## src/rtl/tl_ul_pkg.sv

```systemverilog
// Shared TL-UL opcodes, RISC-V load/store opcodes and channel field offsets
// for the multi-outstanding load/store master.
package tl_ul_pkg;
  localparam logic [2:0] GET      = 3'd4;
  localparam logic [2:0] PUT_FULL = 3'd0;
  localparam logic [2:0] ACK      = 3'd0;
  localparam logic [2:0] ACK_DATA = 3'd1;

  localparam logic [6:0] OP_LW = 7'b0000011;
  localparam logic [6:0] OP_SW = 7'b0100011;

  // A channel: {opcode, param, size, source, address, data}
  function automatic int a_src_lsb(input int addr_w, input int data_w);
    return addr_w + data_w;
  endfunction

  function automatic int a_op_lsb(input int addr_w, input int data_w, input int src_w);
    return src_w + addr_w + data_w + 6;
  endfunction

  // D channel: {opcode, param, size, source, error, data}
  function automatic int d_err_lsb(input int data_w);
    return data_w;
  endfunction

  function automatic int d_src_lsb(input int data_w);
    return data_w + 1;
  endfunction
endpackage

```

## src/rtl/sync_fifo.sv

```systemverilog
// Power-of-two synchronous FIFO with valid/ready on both sides and a
// combinational read port (head visible while out_valid).
module sync_fifo #(
  parameter int W     = 8,
  parameter int DEPTH = 4
) (
  input  logic         clk,
  input  logic         reset,
  input  logic         in_valid,
  output logic         in_ready,
  input  logic [W-1:0] in_data,
  output logic         out_valid,
  input  logic         out_ready,
  output logic [W-1:0] out_data
);
  localparam int AW = $clog2(DEPTH);

  logic [W-1:0] mem [DEPTH];
  logic [AW:0]  wptr, rptr;
  logic         push, pop;

  // Extra pointer bit distinguishes full from empty.
  assign in_ready  = (wptr ^ rptr) != {1'b1, {AW{1'b0}}};
  assign out_valid = wptr != rptr;
  assign out_data  = mem[rptr[AW-1:0]];
  assign push      = in_valid && in_ready;
  assign pop       = out_valid && out_ready;

  always_ff @(posedge clk or negedge reset) begin
    if (!reset) begin
      wptr <= '0;
      rptr <= '0;
    end else begin
      if (push) wptr <= wptr + (AW+1)'(1);
      if (pop)  rptr <= rptr + (AW+1)'(1);
    end
  end

  always_ff @(posedge clk) begin
    if (push) mem[wptr[AW-1:0]] <= in_data;
  end
endmodule

```

## src/rtl/tl_ul_master_mo.sv

```systemverilog
// TL-UL load/store master: buffers pipeline requests, keeps one transaction
// in flight per source ID, re-issues errored beats and returns tagged responses.
module tl_ul_master_mo
  import tl_ul_pkg::*;
#(
  parameter int ADDR_W     = 10,
  parameter int DATA_W     = 32,
  parameter int SRC_W      = 2,
  parameter int TAG_W      = 4,
  parameter int FIFO_DEPTH = 4,
  parameter int MAX_RETRY  = 2,
  parameter int SIZE_LOG2  = 2
) (
  input  logic                            clk,
  input  logic                            reset,
  input  logic                            req_valid,
  output logic                            req_ready,
  input  logic [6:0]                      req_opcode,
  input  logic [ADDR_W-1:0]               req_addr,
  input  logic [DATA_W-1:0]               req_wdata,
  input  logic [TAG_W-1:0]                req_tag,
  output logic [9+SRC_W+ADDR_W+DATA_W-1:0] a_channel,
  output logic                            a_valid,
  input  logic                            a_ready,
  input  logic [10+SRC_W+DATA_W-1:0]      d_channel,
  input  logic                            d_valid,
  output logic                            d_ready,
  output logic                            rsp_valid,
  input  logic                            rsp_ready,
  output logic [DATA_W-1:0]               rsp_data,
  output logic [TAG_W-1:0]                rsp_tag,
  output logic                            rsp_err,
  output logic                            proto_err
);
  localparam int NSRC   = 1 << SRC_W;
  localparam int A_W    = 9 + SRC_W + ADDR_W + DATA_W;
  localparam int D_W    = 10 + SRC_W + DATA_W;
  localparam int FW     = 2 + ADDR_W + DATA_W + TAG_W;
  localparam int RCNT_W = (MAX_RETRY < 1) ? 1 : $clog2(MAX_RETRY + 1);

  // Request FIFO: entries carry {bad_op, is_load, addr, wdata, tag}.
  logic              h_valid, h_bad, h_load, fifo_pop;
  logic [ADDR_W-1:0] h_addr;
  logic [DATA_W-1:0] h_wdata;
  logic [TAG_W-1:0]  h_tag;
  logic              in_bad;

  assign in_bad = !(req_opcode == OP_LW || req_opcode == OP_SW);

  sync_fifo #(.W(FW), .DEPTH(FIFO_DEPTH)) u_req_fifo (
    .clk       (clk),
    .reset     (reset),
    .in_valid  (req_valid),
    .in_ready  (req_ready),
    .in_data   ({in_bad, req_opcode == OP_LW, req_addr, req_wdata, req_tag}),
    .out_valid (h_valid),
    .out_ready (fifo_pop),
    .out_data  ({h_bad, h_load, h_addr, h_wdata, h_tag})
  );

  // Source table
  logic [NSRC-1:0]   busy, rpend, is_load;
  logic [RCNT_W-1:0] rcnt    [NSRC];
  logic [ADDR_W-1:0] e_addr  [NSRC];
  logic [DATA_W-1:0] e_wdata [NSRC];
  logic [TAG_W-1:0]  e_tag   [NSRC];

  logic             retry_any, free_any;
  logic [SRC_W-1:0] retry_idx, free_idx;

  always_comb begin
    retry_any = 1'b0;
    retry_idx = '0;
    free_any  = 1'b0;
    free_idx  = '0;
    for (int i = NSRC - 1; i >= 0; i--) begin
      if (rpend[i]) begin retry_any = 1'b1; retry_idx = SRC_W'(i); end
      if (!busy[i]) begin free_any  = 1'b1; free_idx  = SRC_W'(i); end
    end
  end

  // D channel decode
  logic [SRC_W-1:0]  d_src;
  logic              d_err, d_fire, d_retry, d_done;
  logic [DATA_W-1:0] d_data;
  logic              unused_d;

  assign d_src    = d_channel[d_src_lsb(DATA_W) +: SRC_W];
  assign d_err    = d_channel[d_err_lsb(DATA_W)];
  assign d_data   = d_channel[DATA_W-1:0];
  assign unused_d = ^d_channel[D_W-1 -: 9];

  assign d_ready = reset && (!rsp_valid || rsp_ready);
  assign d_fire  = d_valid && d_ready;
  assign d_retry = d_fire && busy[d_src] && d_err && (rcnt[d_src] < RCNT_W'(MAX_RETRY));
  assign d_done  = d_fire && busy[d_src] && !d_retry;

  logic a_load, pop_good, pop_bad;

  assign a_load   = !a_valid || a_ready;
  assign pop_good = h_valid && !h_bad && a_load && !retry_any && free_any;
  // Local error responses only use the rsp slot when no D completion wants it.
  assign pop_bad  = h_valid && h_bad && !d_done && (!rsp_valid || rsp_ready);
  assign fifo_pop = pop_good || pop_bad;

  function automatic logic [A_W-1:0] beat(input logic ld, input logic [SRC_W-1:0] s,
                                          input logic [ADDR_W-1:0] a, input logic [DATA_W-1:0] w);
    return {ld ? GET : PUT_FULL, 3'd0, 3'(SIZE_LOG2), s, a, w};
  endfunction

  always_ff @(posedge clk or negedge reset) begin
    if (!reset) begin
      a_valid   <= 1'b0;
      a_channel <= '0;
      rsp_valid <= 1'b0;
      rsp_data  <= '0;
      rsp_tag   <= '0;
      rsp_err   <= 1'b0;
      proto_err <= 1'b0;
      busy      <= '0;
      rpend     <= '0;
      is_load   <= '0;
      for (int i = 0; i < NSRC; i++) begin
        rcnt[i]    <= '0;
        e_addr[i]  <= '0;
        e_wdata[i] <= '0;
        e_tag[i]   <= '0;
      end
    end else begin
      if (a_load) begin
        a_valid <= 1'b0;
        if (retry_any) begin
          a_valid          <= 1'b1;
          a_channel        <= beat(is_load[retry_idx], retry_idx, e_addr[retry_idx], e_wdata[retry_idx]);
          rpend[retry_idx] <= 1'b0;
        end else if (pop_good) begin
          a_valid           <= 1'b1;
          a_channel         <= beat(h_load, free_idx, h_addr, h_wdata);
          busy[free_idx]    <= 1'b1;
          is_load[free_idx] <= h_load;
          e_addr[free_idx]  <= h_addr;
          e_wdata[free_idx] <= h_wdata;
          e_tag[free_idx]   <= h_tag;
        end
      end
      if (d_fire && !busy[d_src]) proto_err <= 1'b1;
      if (d_retry) begin
        rcnt[d_src]  <= rcnt[d_src] + RCNT_W'(1);
        rpend[d_src] <= 1'b1;
      end
      if (d_done) begin
        busy[d_src] <= 1'b0;
        rcnt[d_src] <= '0;
        rsp_valid   <= 1'b1;
        rsp_tag     <= e_tag[d_src];
        rsp_err     <= d_err;
        rsp_data    <= is_load[d_src] ? d_data : '0;
      end else if (pop_bad) begin
        rsp_valid <= 1'b1;
        rsp_tag   <= h_tag;
        rsp_err   <= 1'b1;
        rsp_data  <= '0;
      end else if (rsp_ready) begin
        rsp_valid <= 1'b0;
      end
    end
  end
endmodule

```

## config.mk

```make
export PLATFORM = sky130hd
export DESIGN_NAME = tl_ul_master_mo
export DESIGN_NICKNAME = d
export VERILOG_FILES = /design/src/rtl/tl_ul_pkg.sv /design/src/rtl/sync_fifo.sv /design/src/rtl/tl_ul_master_mo.sv
export SDC_FILE = /design/constraint.sdc
export NUM_CORES = 1
export LEC_CHECK = 0
export CAP_MARGIN = 25
export CORE_MARGIN = 2
export CORE_UTILIZATION = 35
export DETAILED_ROUTE_END_ITERATION = 12
export GPL_TIMING_DRIVEN = 0
export MAX_ROUTING_LAYER = met4
export PLACE_DENSITY = 0.55
export SKIP_CTS_REPAIR_TIMING = 1
export SYNTH_ARGS = -nofsm -noshare
export SYNTH_HDL_FRONTEND = slang
export SYNTH_SLANG_ARGS = --single-unit
```

## constraint.sdc

```tcl
create_clock -name clk -period 4.7 [get_ports clk]
set_input_delay 0.705 -clock clk [delete_from_list [all_inputs] [get_ports clk]]
set_output_delay 0.705 -clock clk [all_outputs]
set_load 0.02 [all_outputs]
```

==> results of run 1 <==
==> final cells by class <==
class / count / share of cell area, %
antenna: 6 / 0.0610
buffer: 78 / 1.70
clock buffer: 75 / 5.97
clock inverter: 25 / 0.660
inverter: 3 / 0.0457
multi-input combinational: 580 / 25.8
sequential: 488 / 53.5
tap: 756 / 3.84
timing repair buffer: 193 / 8.40
==> power by group through the flow <==
stage / Sequential (mW) / Combinational [mW] / Clock [mW]
5_1_grt: 6.81 / 6.35 / 4.21
2_1_floorplan: 6.83 / 3.52 / 0
3_5_place_dp: 6.73 / 5.92 / 0
4_1_cts: 6.66 / 5.94 / 4.04
6_report: 6.64 / 5.84 / 3.92
3_3_place_gp: 6.74 / 5.70 / 0
==> critical path, delay by kind of cell, from the launching register on <==
kind	cells	cell delay, ps
and+or+nand+nor	3	1360
buffers and inverters	3	870
DFF	1	440
muxes	1	360
==> how the worst max path moves through the flow <==
stage                            start                    to  cells past startpoint
floorplan           u_req_fifo.rptr[1]  u_req_fifo.mem[3][0]                      4
global placement                 reset               rcnt[2]                      4
detailed placement       d_channel[34]          rsp_data[20]                     10
CTS                 u_req_fifo.rptr[1]             req_ready                      4
global route        u_req_fifo.rptr[1]             req_ready                      4
finish                        rpend[0]           e_wdata[22]                      7
==> sequential cells by signal, summed over array words and instances (netlist names) <==
signal,cells
rcnt,8
u_req_fifo.rptr,3
rpend,4
a_valid,1
is_load,4
e_addr,40
a_channel,46
rsp_data,32
u_req_fifo.mem,192
proto_err,1
rsp_tag,4
e_wdata,128
u_req_fifo.wptr,3
busy,4
rsp_err,1
rsp_valid,1
e_tag,16
==> cell families (layout without fill, tap and decap cells) <==
kind of cell / Yosys count / count (layout) / synth area share [%]
other: 1 / 13 / 0.0188
buffers and inverters: 81 / 374 / 2.16
multiplexers: 341 / 341 / 24.6
AND/OR/NAND/NOR: 105 / 105 / 2.52
flip-flops: 488 / 488 / 66.1
adder cells (fa/ha/maj): 5 / 5 / 0.314
XOR/XNOR: 11 / 11 / 0.484
AO/OA/AOI/OAI: 111 / 111 / 3.80
==> layout by cell type (no fill, tap or decap), types with 12 or more instances in the layout <==
master           synthesis  routed
dfrtp_1                296     296
edfxtp_1               192     192
clkdlybuf4s50_1          0     179
mux2_2                 165     165
mux4_2                  99      99
nand2_1                 56      56
o21ai_0                 54      54
clkbuf_16                0      54
clkbuf_1                33      50
mux2i_1                 47      47
a32o_1                  32      32
mux2_1                  30      30
buf_2                   20      21
buf_4                   15      15
nor2_1                  13      13
a21oi_1                 12      12
clkinv_1                 0      12
==> routing by layer <==
metal  vias to the layer above  share of wire [%]  GRT usage [%]
li1                       4919                  -              -
met1                      5823                 46           22.4
met2                       211                 48           26.9
met3                        55                4.4           3.15
met4                         0                1.6           4.15
met5                         -                  0              -
==> metrics.csv, run 1 <==
stage,metric,value,unit
routing,vias,11008,
sta,worst_pin_slew,940,ps
routing,drt_iter0_markers,623,
final_layout,regArea,0.0132,mm^2
pwr,p_per_area,666,mW/mm^2
clocking,path_clk_slew,60,ps
job,maxCapViolCount,0,
logic_synthesis,yosys_warnings,0,
logic_synthesis,syn_avg_cell_area,17.4,um^2
placement,hpwlAfterDp,31700,um
clocking,htree_levels,2,
global_route,grt_pass1_wl,73300,um
routing,route.detailed.drc,0,
outcome,status,"finished, final reports clean",
worst_setup_path,critPathKind,register to register,
worst_setup_path,cp_cell_sequence,or4_1 > buf_2 > nand2b_4 > nor4_2 > buf_4 > buf_4 > mux2_2,
pwr,p_sw_share,32.9,%
global_route,overflow,0,
final_layout,final-instance-count-excl-fill,2204,
sta,finalSetupViolations,0,
floorplan,die_area,0.0588,mm^2
final_layout,syn_to_final_growth,23.6,%
pwr,comb_power_share,35.6,%
global_route,antenna_found_initial,6,
logic_synthesis,synth_enable_flop_cells,192,
global_route,grt_max_degree,103,
sta,clock.fmax,316,MHz
sta,report.final.slew_viol_count,0,
sta,fin_setup_tns,0,ps
clocking,numCtsBuffers,53,
placement,gp_congestion,0.764,
worst_setup_path,cp_slowest_cell,nor4_2,
logic_synthesis,synth.top_cell.area_share,37.2,%
logic_synthesis,yosys.cell_count.top_type,dfrtp_1,
sta,finalCritPeriodShare,67.3,%
logic_synthesis,yosysSeqAreaShare,66.1,%
sta,timing.final.ws_setup,1540,ps
worst_setup_path,r2r_end,e_wdata[22],
final_layout,final_nets,1505,
floorplan,rows,87,
clocking,ctsLongestPathBuffers,3,
worst_setup_path,crit_path_max_incr_delay,610,ps
logic_synthesis,ys_ff_latch,488,
routing,totalWireLength,47500,um
clocking,clk_latency,610,ps
worst_setup_path,end_kind,register,
placement,placedCellCount,2096,
worst_setup_path,worstPathRequired,5180,ps
floorplan,core,0.0563,mm^2
sta,fin_skew,18.1,ps
sta,layout_min_cycle_time,3160,ps
worst_setup_path,reg2reg_slack,1540,ps
placement,place_area,0.0230,mm^2
logic_synthesis,async_flop_share,60.7,%
worst_setup_path,crit_top_cell,buf_4,
min_path,min-delay-path-class,primary input to async pin,
pwr,irDropWorstVdd,0.309,mV
final_layout,drive_above_1_share,27.9,%
worst_setup_path,crit_arrival,3640,ps
routing,ant_nets,0,
sta,hold_viol,0,
final_layout,multiInputGateArea,0.00636,mm^2
sta,relSlewSlack,37.3,%
pwr,leakagePower,9.47,nW
sta,rsz0062_at_grt,false,
global_route,grt_pass1_vias,11831,
logic_synthesis,synth_area,0.0199,mm^2
worst_setup_path,reg2regPathDepth,7,
global_route,grt_usage,16.9,%
logic_synthesis,yosys.area.top_type,dfrtp_1,
logic_synthesis,synth_ff_type,dfrtp_1,
sta,holdWs,23.3,ps
floorplan,ios,198,
pwr,p_total,16.4,mW
routing,wl_per_cell,21.5,um
final_layout,fillers,4980,
worst_setup_path,cp-start-kind,register,
worst_setup_path,worstPathMaxFanout,10,
logic_synthesis,synth_commonest_cells,"dfrtp_1 (296), edfxtp_1 (192), mux2_2 (165)",
clocking,cts.sinks,488,
pwr,internal_power,11.0,mW
logic_synthesis,synth_cells,1143,
clocking,cts_tree,done,
routing,viasPerCell,4.99,
floorplan,die_x,243,um
clocking,clockRootBuffer,clkbuf_16,
pwr,power_frac_seq,40.5,%
pwr,clockPowerShare,23.9,%
final_layout,utilization,43.8,%
final_layout,stdcell_area,0.0246,mm^2
placement,io_buffer_count,180,
floorplan,die_h,243,um
floorplan,start_util,35.4,%
logic_synthesis,yosys-top-cells-area,"dfrtp_1 (37%), edfxtp_1 (29%), mux4_2 (11%)",
routing,dr.pass1.iters,5,
logic_synthesis,synth_cell_types,47,
worst_setup_path,r2r-start,rpend[0],
placement,place_ws,1030,ps
pwr,power.switching,5.41,mW
Note: power is estimated with default switching activity, not from simulation.
==> run 2, diff against run 1 <==
--- a/config.mk
+++ b/config.mk
@@ -11,7 +11,7 @@
 export DETAILED_ROUTE_END_ITERATION = 12
 export GPL_TIMING_DRIVEN = 0
 export MAX_ROUTING_LAYER = met4
-export PLACE_DENSITY = 0.55
+export PLACE_DENSITY = 0.57
 export SKIP_CTS_REPAIR_TIMING = 1
 export SYNTH_ARGS = -nofsm -noshare
 export SYNTH_HDL_FRONTEND = slang
==> constraint.sdc (replaced) <==
create_clock -name clk -period 2.9 [get_ports clk]
set_input_delay 0.435 -clock clk [delete_from_list [all_inputs] [get_ports clk]]
set_output_delay 0.435 -clock clk [all_outputs]
set_load 0.02 [all_outputs]
==> metrics.csv, run 2 (same netlist as run 1, synthesis figures left out) <==
stage,metric,value,unit,change
final_layout,fillers,4961,,-0.38%
clocking,cts.sinks,488,,unchanged
worst_setup_path,crit_arrival,3280,ps,-360 ps
clocking,htree_levels,2,,unchanged
floorplan,die_area,0.0588,mm^2,unchanged
clocking,cts_tree,done,,
clocking,clockRootBuffer,clkbuf_16,,
routing,totalWireLength,47200,um,-0.63%
routing,vias,11000,,-0.073%
sta,finalSetupViolations,0,,unchanged
final_layout,largest_reg_flops,192,,unchanged
final_layout,final_common_cell,dfrtp_1,,
pwr,p_per_area,1090,mW/mm^2,+63%
routing,viasPerCell,5.00,,about the same
floorplan,rows,87,,unchanged
sta,report.final.slew_viol_count,0,,unchanged
placement,placedCellCount,2095,,-0.048%
sta,finalCritPeriodShare,97.5,%,+30 points
outcome,status,"finished, final reports clean",,
clocking,path_clk_slew,60,ps,about the same
min_path,min-delay-path-class,primary input to async pin,,
sta,clock.fmax,354,MHz,+12%
sta,fin_skew,26.9,ps,+8.84 ps
final_layout,final_cell_mix,"dfrtp_1 (296), edfxtp_1 (192), clkdlybuf4s50_1 (179)",,
final_layout,syn_to_final_growth,24.3,%,
clocking,ctsLongestPathBuffers,3,,unchanged
worst_setup_path,cp-start-kind,register,,
floorplan,core,0.0563,mm^2,unchanged
global_route,antenna_found_initial,5,,-1
floorplan,die_x,243,um,unchanged
global_route,grt_max_degree,113,,+9.7%
routing,route.detailed.drc,0,,unchanged
worst_setup_path,reg2reg_slack,70,ps,-1470 ps
pwr,p_total,26.9,mW,+64%
global_route,grt_pass1_vias,12011,,+1.5%
final_layout,drive_above_1_share,29.0,%,+1.0 points
sta,hold_viol,0,,unchanged
final_layout,regArea,0.0132,mm^2,unchanged
worst_setup_path,critPathKind,register to register,,
floorplan,die_h,243,um,unchanged
sta,worst_pin_slew,975,ps,+35.0 ps
worst_setup_path,end_kind,register,,
placement,gp_congestion,0.782,,+2.4%
final_layout,final_nets,1505,,unchanged
global_route,grt_usage,16.7,%,-0.19 points
clocking,numCtsBuffers,51,,-3.8%
sta,rsz0062_at_grt,true,,
clocking,clk_latency,600,ps,about the same
placement,io_buffer_count,180,,unchanged
sta,layout_min_cycle_time,2830,ps,-335 ps
floorplan,start_util,35.4,%,unchanged
routing,drt_iter0_markers,548,,-12%
job,maxCapViolCount,0,,unchanged
worst_setup_path,worstPathMaxFanout,10,,unchanged
worst_setup_path,reg2regPathDepth,8,,+1
worst_setup_path,r2r-start,rpend[0],,
final_layout,final-instance-count-excl-fill,2201,,-0.14%
final_layout,multiInputGateArea,0.00639,mm^2,+0.35%
pwr,irDropWorstVdd,0.438,mV,+42%
global_route,overflow,0,,unchanged
worst_setup_path,r2r_end,e_wdata[33],,
worst_setup_path,worstPathRequired,3350,ps,-1830 ps
placement,hpwlAfterDp,30900,um,-2.3%
pwr,leakagePower,9.55,nW,+0.85%
routing,dr.pass1.iters,4,,-1
global_route,grt_pass1_wl,73000,um,-0.48%
routing,ant_nets,0,,unchanged
sta,relSlewSlack,35.0,%,-2.3 points
floorplan,ios,198,,unchanged
routing,wl_per_cell,21.4,um,-0.49%
==> run 2: power by group <==
group | total [mW] | internal (mW) | switching, mW | leakage, nW
registers | 10.8 | 9.69 | 1.10 | 5.46
logic | 9.48 | 4.54 | 4.94 | 3.26
clock network | 6.62 | 3.93 | 2.69 | 0.836
total | 26.9 | 18.2 | 8.73 | 9.55
==> run 2: final cells by class <==
type	count	area share [%]
inverters	3	0.0455
clock inverters	33	1.37
flip-flops and latches	488	53.2
clock buffers	63	5.46
plain buffers	77	1.80
repair buffers	196	8.48
diodes	5	0.0505
multi-input cells	580	25.8
well taps	756	3.82
==> run 2: critical path: stages, from the launching register on <==
cell and delay [ps]:
dfrtp_1 450, or4_1 540, buf_4 230, nand2b_4 190, or2_1 290, nor3_2 230, buf_6 180, buf_6 210
mux2_1 350
==> run 2: metal layers <==
metal	track usage, %	routed length [um]	vias to the layer above
met2	26.3	22700	243
met1	22.1	21100	5776
li1	-	-	4909
met3	3.72	2400	72
met5	-	0	-
met4	4.22	1050	0
==> run 2: how the worst max path moves through the flow <==
stage / from / endpoint / slack [ps] / depth (start not counted)
global route: rpend[0] / e_wdata[34] / -30 / 8
finish: rpend[0] / e_wdata[33] / 70 / 8
global placement: reset / rcnt[3] / -12340 / 4
detailed placement: d_channel[34] / rsp_data[30] / -530 / 10
CTS: rpend[0] / e_wdata[22] / -200 / 7
floorplan: u_req_fifo.rptr[1] / u_req_fifo.mem[3][0] / 260 / 4
==> run 2: metrics by stage <==
stage               instance area, um^2  worst slack (ps)  util (%)  setup TNS (ps)  hold slack, ps
global placement                  22700            -12340      40.3        -4346750             461
global route                      24800             -30.6      44.0            -272             197
floorplan                         19900               260         -               0             139
finish                            24800              72.4      44.0               0             211
CTS                               24600              -200      43.8          -14600            -419
detailed placement                22900              -532      40.8          -32150             224
==> RTL change 1, RTL diff (settings of run 2) <==
`MAX_RETRY`: 2 -> 4.
--- a/src/rtl/tl_ul_master_mo.sv
+++ b/src/rtl/tl_ul_master_mo.sv
@@ -8,7 +8,7 @@
   parameter int SRC_W      = 2,
   parameter int TAG_W      = 4,
   parameter int FIFO_DEPTH = 4,
-  parameter int MAX_RETRY  = 2,
+  parameter int MAX_RETRY  = 4,
   parameter int SIZE_LOG2  = 2
 ) (
   input  logic                            clk,
Behaviour: same outputs for any inputs over 4 cycles, from zero or initial values and one cycle with reset low; that may be too few to reach the edited logic, so the function may still have changed.
==> RTL change 1 against run 2 <==
Sequential cell count grew 4. Synthesized cell count grew 2.0%. Combinational power grew 2.6%. Die area is essentially flat. Maximum frequency grew 1.8%. Design area is essentially flat. Via count grew 5.1%. Synthesized area is essentially flat. Wire length grew 2.6%. Setup slack gained 0.049 ns. Total power grew 2.2%. Clock skew shrank 0.013 ns.
==> RTL change 1: results <==
[setup_path]
ff2ff_setup_slack_ns = 0.13
worst_setup_path_startpoint = reset
timing.critical_path.slowest_stage_cell = clkdlybuf4s50_1
reg2reg_from = u_req_fifo.rptr[1]$_DFFE_PN0P_
setup.worst_path.end = d_ready
worst-path-max-fanout = 60
worst_r2r_dst = a_channel[28]$_DFFE_PN0P_
slowest_delay_ns = 0.62
worst_path_dominant_cell_family = buffers and inverters
worst_r2r_path_depth = 6
cp.arrival_ns = 2.34

[yosys]
yosys-mux-area-fraction_pct = 22.1
synth_top_cells_by_area = dfrtp_1, edfxtp_1, mux2_2
synth_async_sr_flop_share_pct = 61.0
synth_compound_gate_area_share_pct = 6.21
yosys.area_share.xor_xnor_pct = 0.439
synth.yosys.seq_area_share_pct = 66.6
syn-mean-instance-area_sq_um = 17.1
synth_commonest_cells = dfrtp_1, mux2_2, edfxtp_1, mux4_2, o21ai_0
synthAdderAreaFrac_pct = 0.377
synth.distinct_cells = 44

[clock_tree]
numCtsBuffers = 53
clkLatencyLatePin_ns = 0.60
clkTransAtPathRegs_ns = 0.06
tritoncts_num_sinks = 492
htreeDepth = 2

[global_route]
groute.layer.met2.usage_pct = 26.2
grt_first_pass_wirelength_um = 73800
antenna_found_initial = 4
gr-usage-met1_pct = 22.7
met3_usage_in_global_routing_pct = 2.99
largest_net_degree_at_the_start_of_global_routing = 120
grt_util_all_layers_pct = 16.9

[route]
wl_met3_um = 2630
drt-pass1-iter-count = 9
dr_total_vias = 11558
met2WireLength_um = 22900
routed_wl_um = 48400
route.detailed.vias_per_inst = 5.20
initialDrtViolationCount = 950
met1_length_um = 21900

[place]
buffer_ports.inserted = 179
gp_routability_congestion = 0.771
hpwlAfterDp_um = 31200
numPlacedInstances = 2116
dp_worst_setup_slack_ns = -0.907

[min_path]
hp-start = d_channel[33]
hold_path.class = in2reg

[outcome]
status = finished, final reports clean

[power]
pwr_density_cell_nw_per_um2 = 1110
clockNetworkPower_mw = 6.76
vdd_ir_drop_max_v = 0.000460
power_report.internal_total_mw = 18.6
sequential_power_mw = 11.0
p_leak_nw = 9.76

[timing]
fin_worst_skew_ns = 0.0137
max_slew.worst_pin.slew_ns = 0.919

[cells_and_area]
final_nets = 1528
share_of_post_route_cells_with_drive_strength_above_1_pct = 28.9
[RTL change 1: worst register-to-register path, cell delays in order (launching register included)]
cell,delay [ns]
dfrtp_1,0.55
buf_4,0.32
clkbuf_2,0.44
mux4_2,0.45
a222oi_1,0.32
o21ai_0,0.24
mux2_2,0.32
[RTL change 1: through the flow]
step | cell area [sq um] | hold WS [ns]
after global routing | 24800 | 0.448
final | 24800 | 0.415
after detailed placement | 22900 | 0.461
after global placement | 22700 | 0.450
after CTS | 24600 | -0.175
after floorplan | 20000 | 0.139
[RTL change 1: area by class of cell]
type | instances | area (sq um)
Antenna cell | 4 | 10.0
Buffer | 84 | 477
Clock buffer | 74 | 1490
Clock inverter | 24 | 254
Fill cell | 5069 | 31600
Inverter | 3 | 11.3
Multi-Input combinational cell | 592 | 6240
Sequential cell | 492 | 13300
Tap cell | 756 | 946
Timing Repair Buffer | 193 | 2050
==> RTL change 2, RTL diff (settings of run 2) <==
Made on the original files. Reset style: synchronous (`reset`), changed in 2 clocked blocks.
--- a/src/rtl/sync_fifo.sv
+++ b/src/rtl/sync_fifo.sv
@@ -26,7 +26,7 @@
   assign push      = in_valid && in_ready;
   assign pop       = out_valid && out_ready;
 
-  always_ff @(posedge clk or negedge reset) begin
+  always_ff @(posedge clk) begin
     if (!reset) begin
       wptr <= '0;
       rptr <= '0;
--- a/src/rtl/tl_ul_master_mo.sv
+++ b/src/rtl/tl_ul_master_mo.sv
@@ -108,7 +108,7 @@
     return {ld ? GET : PUT_FULL, 3'd0, 3'(SIZE_LOG2), s, a, w};
   endfunction
 
-  always_ff @(posedge clk or negedge reset) begin
+  always_ff @(posedge clk) begin
     if (!reset) begin
       a_valid   <= 1'b0;
       a_channel <= '0;
Check against the original RTL: differs if reset is asserted again (counterexample within 4 cycles, from zero or initial values and one cycle with reset low); with reset held inactive, the same outputs for 4 cycles.
==> RTL change 2 against run 2 <==
Synthesized area fell by 3.9%. Design area fell by 3.7%. Wire length rose by 8.6%. Critical endpoint is now e_wdata[1][23]$_SDFFCE_PN0P_. Die area fell by 3.9%. Sequential cell count rose by 2. Critical path type unchanged. Setup slack got worse by 0.047 ns. Synthesized cell count rose by 16%.
Power is not compared: it rests on default switching activity, and its combinational part moved more than twofold at a synthesized area within 25%.
==> RTL change 2: results <==
[place]
gp_routability_congestion = 0.826
numPlacedInstances = 2219
buffer_ports.inserted = 180
hpwlAfterDp_um = 33700
post_dp_cell_area_sq_um = 22000

[timing]
finalHoldViolations = 0
max-slew-margin-rel_pct = 20.0
fin_worst_skew_ns = 0.0292

[setup_path]
setup.worst_path.end = e_wdata[1][23]$_SDFFCE_PN0P_
worst-path-max-fanout = 23
worst_r2r_path_depth = 9
ff2ff_setup_slack_ns = 0.03
cp.arrival_ns = 3.14
worst_setup_path_startpoint = rpend[2]$_SDFF_PN0_

[power]
p_leak_nw = 8.24

[clock_tree]
htreeDepth = 2
ctsRootBufferMaster = clkbuf_16
numCtsBuffers = 52
clkTransAtPathRegs_ns = 0.06
cts-root-to-sink-buffers = 3

[route]
drt-pass1-iter-count = 5
dr_total_vias = 12384
route.detailed.vias_per_inst = 5.30
routed_wl_um = 51200
initialDrtViolationCount = 1098

[yosys]
synth_edf_count = 384
synthCells = 1331
synth_top_cells_by_area = edfxtp_1, dfxtp_1, mux4_2
synth_commonest_cells = edfxtp_1, nor2_1, nand2_1, dfxtp_1, clkbuf_1
yosys_warnings = 0
synth_async_sr_flop_share_pct = 0
synth.yosys.seq_area_share_pct = 71.4
synth.distinct_cells = 53

[global_route]
antenna_found_initial = 9
grt_util_all_layers_pct = 18.5
grt_first_pass_wirelength_um = 76100
largest_net_degree_at_the_start_of_global_routing = 49

[outcome]
status = finished, final reports clean

[cells_and_area]
largest_reg_flops = 192
final_nets = 1694
share_of_post_route_cells_with_drive_strength_above_1_pct = 12.5

[min_path]
hold_path.class = reg2reg

[job]
max-cap-violations = 0
==> RTL change 2: critical path, stage by stage, from the launching register on <==
cell and delay, ns:
dfxtp_1 0.29, clkbuf_1 0.22, nor4_2 0.35, buf_4 0.29, and2_1 0.19, nand4b_1 0.20
buf_2 0.28, buf_2 0.27, nand2_8 0.20, buf_12 0.23
==> RTL change 2: power by group through the flow <==
stage          Combinational [mW]  Clock (mW)  Sequential (mW)
6_report                     4.00        6.62             8.51
5_1_grt                      4.32        7.00             8.57
4_1_cts                      3.97        6.73             8.53
3_5_place_dp                 3.96           0             8.68
3_3_place_gp                 3.88           0             8.67
2_1_floorplan                2.10           0             8.82
==> RTL change 2: per-layer routing <==
layer,global-route usage [%],part of all wire [%],up-vias
li1,-,-,5616
met1,24.1,43,6304
met3,3.70,6.8,74
met4,5.93,2.2,0
met5,-,0,-
met2,29.1,48,390
==> RTL change 2: metrics by stage <==
stage               setup slack (ns)  hold slack (ns)
floorplan                     0.0664            0.446
global placement               -1.41            0.440
detailed placement             -1.16            0.445
CTS                            -1.20            0.438
global route                 -0.0775            0.474
finish                        0.0257            0.449
==> RTL change 2: logic make-up after synthesis <==
logic type,share of synthesized area (%)
other cells,0.0196
compound gates,9.21
mux,6.85
xor+xnor,0.366
buf+inv,3.29
fa+ha+maj,0.327
flops,71.4
simple gates,8.59
==> RTL change 2: final cells by class <==
cell class / count / area, sq um
inverters: 53 / 199
repair buffers: 193 / 1990
multi-input cells: 695 / 4980
well taps: 696 / 871
clock buffers: 65 / 1380
clock inverters: 33 / 314
plain buffers: 101 / 452
diodes: 9 / 22.5
flip-flops and latches: 490 / 13700
fillers: 4814 / 30100
==> RTL change 2: worst min-delay path by stage <==
stage / cells past startpoint / slack, ns / start / end
2_1_floorplan: 2 / 0.45 / is_load[3]$_SDFFE_PN0P_ / is_load[3]$_SDFFE_PN0P_
3_3_place_gp: 2 / 0.44 / rsp_err$_SDFFE_PN0P_ / rsp_err$_SDFFE_PN0P_
3_5_place_dp: 2 / 0.44 / rsp_err$_SDFFE_PN0P_ / rsp_err$_SDFFE_PN0P_
4_1_cts: 1 / 0.44 / req_wdata[29] / u_req_fifo.mem[2][33]$_DFFE_PP_
5_1_grt: 1 / 0.47 / req_addr[3] / u_req_fifo.mem[3][39]$_DFFE_PP_
6_report: 2 / 0.45 / rsp_err$_SDFFE_PN0P_ / rsp_err$_SDFFE_PN0P_
